File: src/rtl/aidc_lite_cbuf_pkg.sv
// Shared definitions for the compressed-output buffer commit controller.
//   DEPTH_LOG2   : log2 of buffer entries (16-entry buffer)
//   DW           : buffer word width
//   ptr_t        : buffer pointer with an extra wrap bit
//   cbuf_state_e : write-side state (no open block / open block / overflow)
package aidc_lite_cbuf_pkg;
  localparam int DEPTH_LOG2 = 4;
  localparam int DW         = 64;

  typedef logic [DEPTH_LOG2:0] ptr_t;

  typedef enum logic [1:0] {
    IDLE = 2'd0,
    FILL = 2'd1,
    ERR  = 2'd2
  } cbuf_state_e;
endpackage

File: src/rtl/aidc_lite_comp_buf_ctrl.sv
// Block-commit controller for the compressed-output buffer. Input words are
// written to the external buffer as they arrive. The output side only sees
// words belonging to blocks already closed by s_last_i.
//
// Optional feature: define AIDC_LITE_CBUF_ABORT_EN to add s_abort_i. This
// discards the open block and clears the overflow error.
//
// Ports
//   clk, rst                     clock, synchronous active-high reset
//   s_valid_i/s_ready_o/s_data_i/s_last_i   input stream (from compressor)
//   s_abort_i                    discard open block (abort builds only)
//   m_valid_o/m_ready_i/m_data_o/m_last_o   output stream (block-committed)
//   buf_wren_o/buf_waddr_o/buf_wdata_o      buffer write port
//   buf_raddr_o/buf_rdata_i      buffer async read port
//   level_o                      words held, committed + open
//   blk_cnt_o                    committed blocks not yet fully drained
//   ovf_err_o                    sticky: an open block filled the buffer
module aidc_lite_comp_buf_ctrl
  import aidc_lite_cbuf_pkg::*;
#(
  parameter int DEPTH_LOG2 = aidc_lite_cbuf_pkg::DEPTH_LOG2,
  parameter int DW         = aidc_lite_cbuf_pkg::DW
) (
  input  logic                  clk,
  input  logic                  rst,
  input  logic                  s_valid_i,
  output logic                  s_ready_o,
  input  logic [DW-1:0]         s_data_i,
  input  logic                  s_last_i,
`ifdef AIDC_LITE_CBUF_ABORT_EN
  input  logic                  s_abort_i,
`endif
  output logic                  m_valid_o,
  input  logic                  m_ready_i,
  output logic [DW-1:0]         m_data_o,
  output logic                  m_last_o,
  output logic                  buf_wren_o,
  output logic [DEPTH_LOG2-1:0] buf_waddr_o,
  output logic [DW-1:0]         buf_wdata_o,
  output logic [DEPTH_LOG2-1:0] buf_raddr_o,
  input  logic [DW-1:0]         buf_rdata_i,
  output logic [DEPTH_LOG2:0]   level_o,
  output logic [DEPTH_LOG2:0]   blk_cnt_o,
  output logic                  ovf_err_o
);

  localparam int DEPTH = 1 << DEPTH_LOG2;
  localparam logic [DEPTH_LOG2:0] PTR_ONE  = {{DEPTH_LOG2{1'b0}}, 1'b1};
  localparam logic [DEPTH_LOG2:0] PTR_FULL = {1'b1, {DEPTH_LOG2{1'b0}}};

  // wptr: next write slot. cptr: end of the last committed block.
  // rptr: next read slot. The wrap bit tells full apart from empty.
  logic [DEPTH_LOG2:0] wptr, cptr, rptr, blk_cnt;
  logic [DEPTH-1:0]    last_q;
  cbuf_state_e         state;
  logic                ovf_err;
  logic                full, abort, push, commit, pop, last_pop;

`ifdef AIDC_LITE_CBUF_ABORT_EN
  assign abort = s_abort_i;
`else
  assign abort = 1'b0;
`endif

  assign level_o   = wptr - rptr;
  assign full      = (level_o == PTR_FULL);
  // Ready comes from registered pointers only. A pop on a full buffer
  // therefore frees the slot for the following cycle.
  assign s_ready_o = !full && (state != ERR) && !abort;
  assign push      = s_valid_i && s_ready_o;
  assign commit    = push && s_last_i;

  assign m_valid_o = (cptr != rptr);
  assign m_last_o  = last_q[rptr[DEPTH_LOG2-1:0]];
  assign m_data_o  = buf_rdata_i;
  assign pop       = m_valid_o && m_ready_i;
  assign last_pop  = pop && m_last_o;

  assign buf_wren_o  = push;
  assign buf_waddr_o = wptr[DEPTH_LOG2-1:0];
  assign buf_wdata_o = s_data_i;
  assign buf_raddr_o = rptr[DEPTH_LOG2-1:0];

  assign blk_cnt_o = blk_cnt;
  assign ovf_err_o = ovf_err;

  // Block-end flags are only read behind cptr, so they need no reset.
  always_ff @(posedge clk) begin
    if (push) last_q[wptr[DEPTH_LOG2-1:0]] <= s_last_i;
  end

  always_ff @(posedge clk) begin
    if (rst) begin
      wptr    <= '0;
      cptr    <= '0;
      rptr    <= '0;
      blk_cnt <= '0;
      state   <= IDLE;
      ovf_err <= 1'b0;
    end else begin
      if (abort)     wptr <= cptr;
      else if (push) wptr <= wptr + PTR_ONE;
      if (commit)    cptr <= wptr + PTR_ONE;
      if (pop)       rptr <= rptr + PTR_ONE;

      if (commit && !last_pop)      blk_cnt <= blk_cnt + PTR_ONE;
      else if (!commit && last_pop) blk_cnt <= blk_cnt - PTR_ONE;

      if (abort) begin
        state   <= IDLE;
        ovf_err <= 1'b0;
      end else begin
        case (state)
          IDLE, FILL: begin
            // The buffer is full with nothing committed. The open block can
            // never close, so the write side deadlocks.
            if (full && (cptr == rptr)) begin
              state   <= ERR;
              ovf_err <= 1'b1;
            end else if (push) begin
              state <= s_last_i ? IDLE : FILL;
            end
          end
          ERR:     state <= ERR;
          default: state <= IDLE;
        endcase
      end
    end
  end

endmodule

File: config.mk
export PLATFORM = sky130hd
export DESIGN_NAME = aidc_lite_comp_buf_ctrl
export DESIGN_NICKNAME = d
export VERILOG_FILES = /design/src/rtl/aidc_lite_cbuf_pkg.sv /design/src/rtl/aidc_lite_comp_buf_ctrl.sv
export SDC_FILE = /design/constraint.sdc
export NUM_CORES = 1
export LEC_CHECK = 0
export BUFFER_PORTS_ARGS = -buffer_cell sky130_fd_sc_hd__buf_4
export CAP_MARGIN = 20
export CORE_AREA = 2 2 109 111
export CTS_CLUSTER_SIZE = 8
export DETAILED_ROUTE_END_ITERATION = 7
export DIE_AREA = 0 0 111 113
export PLACE_DENSITY = 0.65
export SYNTH_ARGS = -nofsm -noshare
export SYNTH_HDL_FRONTEND = slang
export SYNTH_SLANG_ARGS = --single-unit
File: constraint.sdc
create_clock -name clk -period 4.88 [get_ports clk]
set_clock_uncertainty 0.1 [all_clocks]
set_input_delay 1.22 -clock clk [delete_from_list [all_inputs] [get_ports clk]]
set_output_delay 1.22 -clock clk [all_outputs]
set_load 0.02 [all_outputs]
==> results.yml <==
run_status:
  status: "finished clean"
critical_path:
  crit_arrival_ns: 2.84
  path_cells: "inv_1, ha_1, and3b_1, or3_4, a2111oi_4, nand2_2, and2_2, buf_4"
  r2r_setup_slack_ns: 0.88
  critPathBufInv: 2
  worstPathMaxFanout: 7
  path_delay_family: "simple AND/OR/NAND/NOR gates"
  cp_data_required_time_ns: 3.56
  cp-startpoint: "rptr[2]"
  ff2ff_path_depth: 14
  cp.depth: 8
  start_kind: "flop"
  r2r-start: "rptr[2]"
  slowest_delay_ns: 0.49
  crit_slowest_cell: "a2111oi_4"
  worstSetupPathType: "reg -> out"
  endpoint_kind: "output port"
  rr_endpoint: "blk_cnt_o[4]"
  worstSetupEndpoint: "s_ready_o"
synth:
  synth_area_per_cell_sq_um: 9.23
  synth_mux_area_frac: 0.0452
  ys_seq_area_frac: 0.301
  synth-xor-area-share: 0.0560
  synth_area_sq_um: 3130
  synth_compound_area_frac: 0.0620
  synthAdderAreaFrac: 0.0648
  synth_top_family_by_area: "buffers and inverters"
  syn-num-nets: 487
  postSynthCellCount: 339
  netlist.area_leader.share: 0.329
  yosys.area_share.simple: 0.120
  ys_seq_elements: 39
  synth_area_leaders: "buf_4 33%, edfxtp_1 15%, dfxtp_1 15%"
  yosysWarningCount: 0
  synth_top_cell_by_area: "buf_4"
  synthDistinctLibCells: 40
sta:
  layout_worst_path_cycle_share: 0.852
  worst_slew_pin_slew_ns: 0.474
  period_needed_ns: 4.16
  setup_violations: 0
  slew_headroom: 0.682
  setup-tns-final_ns: 0
  slew_viol_final: 0
  rsz0062_at_grt: "false"
  hold_viol_final: 0
  fmax_mhz: 240
hold_path:
  hold_class: "reg -> reg"
  min-delay-start: "ovf_err_o"
global_routing:
  grt_pass1_vias: 1812
  antenna_found_initial: 0
  grt.total_usage: 0.0944
  grt_max_degree: 25
  grt_pass1_wl_um: 9360
  grt-ovfl-total: 0
clocking:
  cts_setup_buffers: 0
  clock-root-buffer: "clkbuf_16"
  clkTransAtPathRegs_ns: 0.06
  cts_tree: "done"
  htreeDepth: 2
  clock-sinks: 39
  postCtsHoldBufs: 0
  insertion_delay_ns: 0.29
  clockBufferDepth: 2
  numCtsBuffers: 5
  cts_resized: 0
drt:
  drc: 0
  drt_first_pass_iters: 4
  totalWireLength_um: 6060
  ant_nets: 0
  vias: 1726
  drt_iter0_markers: 95
  routedWlPerCell_um: 16.1
  via_per_inst: 4.59
cells_and_area:
  drive_gt1_frac: 0.219
  diodes: 0
  nets: 380
  synthToLayoutAreaGrowth_pct: -15.4
placement:
  gp_congestion: 0.868
  port_buffers: 27
  dp_hpwl_um: 4710
power_and_ir_drop:
  powerDensity_nw_per_um2: 633
  switching_share: 0.405
  p_total_uw: 1680
  clkPwrFrac: 0.220
  leakage_uw: 0.00111
  p_switching_uw: 678
  ir_drop_uv: 262
  combPwrFrac: 0.513
  seq_power_share: 0.267
  internal-power_uw: 998
die:
  die_h_um: 113
  rows: 39
  io_pins: 284
  dieArea_sq_um: 12500
  die_w_um: 111
  coreArea_sq_um: 11300
  start_util: 0.278
run:
  max-cap-violations: 0
## layer usage
metal | vias to the layer above | GRT usage | routed length, um
met5 | - | 0 | 0
met4 | 0 | 0.0767 | 386
met3 | 60 | 0.0359 | 546
met2 | 107 | 0.144 | 2690
met1 | 793 | 0.105 | 2440
li1 | 766 | - | -
## logic make-up after synthesis
family / Yosys count
simple gates: 73
mux: 9
xor+xnor: 20
compound gates: 27
flops: 39
buf+inv: 156
fa+ha+maj: 15
## layout by cell type (no fill, tap or decap), drive strengths merged, types with 2 or more instances in the layout
cell	count
nor2	25
nor3	3
dfxtp	23
nand2	10
and3	14
fa	2
a21oi	12
o21ai	2
edfxtp	16
clkbuf	5
buf	30
ha	13
clkinv	2
mux2i	4
a21o	5
a211oi	4
inv	12
or3	3
and2	3
mux4	4
xor2	10
nor2b	4
xnor2	10
nand3	6
## tightest hold or removal path, cell delays in order (launching register included)
cell and delay [ns]:
dfxtp_1 0.31, inv_1 0.05, a21oi_1 0.05
## sequential cells by signal (all words and copies together), names as in the netlist
signal,cells
ovf_err_o,1
cptr,5
last_q,16
blk_cnt_o,5
rptr,5
state,2
wptr,5
## power by group through the flow
stage | sequential [uW] | clock (uW) | combinational, uW
finish | 448 | 369 | 860
global route | 456 | 387 | 940
CTS | 448 | 379 | 866
detailed placement | 455 | 0 | 859
global placement | 451 | 0 | 846
floorplan | 462 | 0 | 733
## per-stage QoR
step / util / hold WS [ns] / cells / worst slack (ns) / instance area (sq um)
floorplan: - / 0.382 / 339 / 0.978 / 3130
global placement: 0.220 / 0.343 / 368 / 1.04 / 2480
detailed placement: 0.220 / 0.343 / 368 / 0.947 / 2480
CTS: 0.235 / 0.351 / 376 / 0.731 / 2650
global route: 0.235 / 0.402 / 376 / 0.575 / 2650
finish: 0.235 / 0.350 / 376 / 0.721 / 2650
## worst min path at each step
stage                end  slack [ns]  cells past startpoint
2_1_floorplan    cptr[1]        0.38                      2
4_1_cts        ovf_err_o        0.35                      2
5_1_grt        ovf_err_o        0.40                      2
3_3_place_gp   ovf_err_o        0.34                      2
6_report       ovf_err_o        0.35                      2
3_5_place_dp   ovf_err_o        0.34                      2
## synth_stat cells
library cell and number:
a31oi_1 1, a21oi_2 1, a21oi_1 11, dfxtp_1 23, o221ai_1 1, a2111oi_4 1, or3_4 1, nor2b_1 3
mux2i_1 4, or3_1 2, mux2_2 1, and3_1 14, inv_1 12, nor2_1 25, xor2_1 10, nand2_1 9
clkbuf_1 6, mux4_2 4, fa_1 2, nand3_1 6, ha_1 13, a21o_1 3, and2_1 2, or4_1 1
or2b_1 1, a211oi_1 4, and3b_1 1, and2_2 1, nand2_2 1, edfxtp_1 16, buf_4 137, a21o_2 2
nand4_1 1, nand2b_1 1, nor3_1 3, buf_2 1, o31ai_1 1, o21ai_0 2, nor2b_2 1, xnor2_1 10
## area by class of cell
cell class	count	area, sq um
fill	1186	8630
sequential	39	941
multi-input combinational	144	1090
timing repair buffer	30	225
inverter	12	45.0
clock inverter	3	43.8
clock buffer	5	125
tap	143	179
Note: power is estimated with default switching activity, not from simulation.
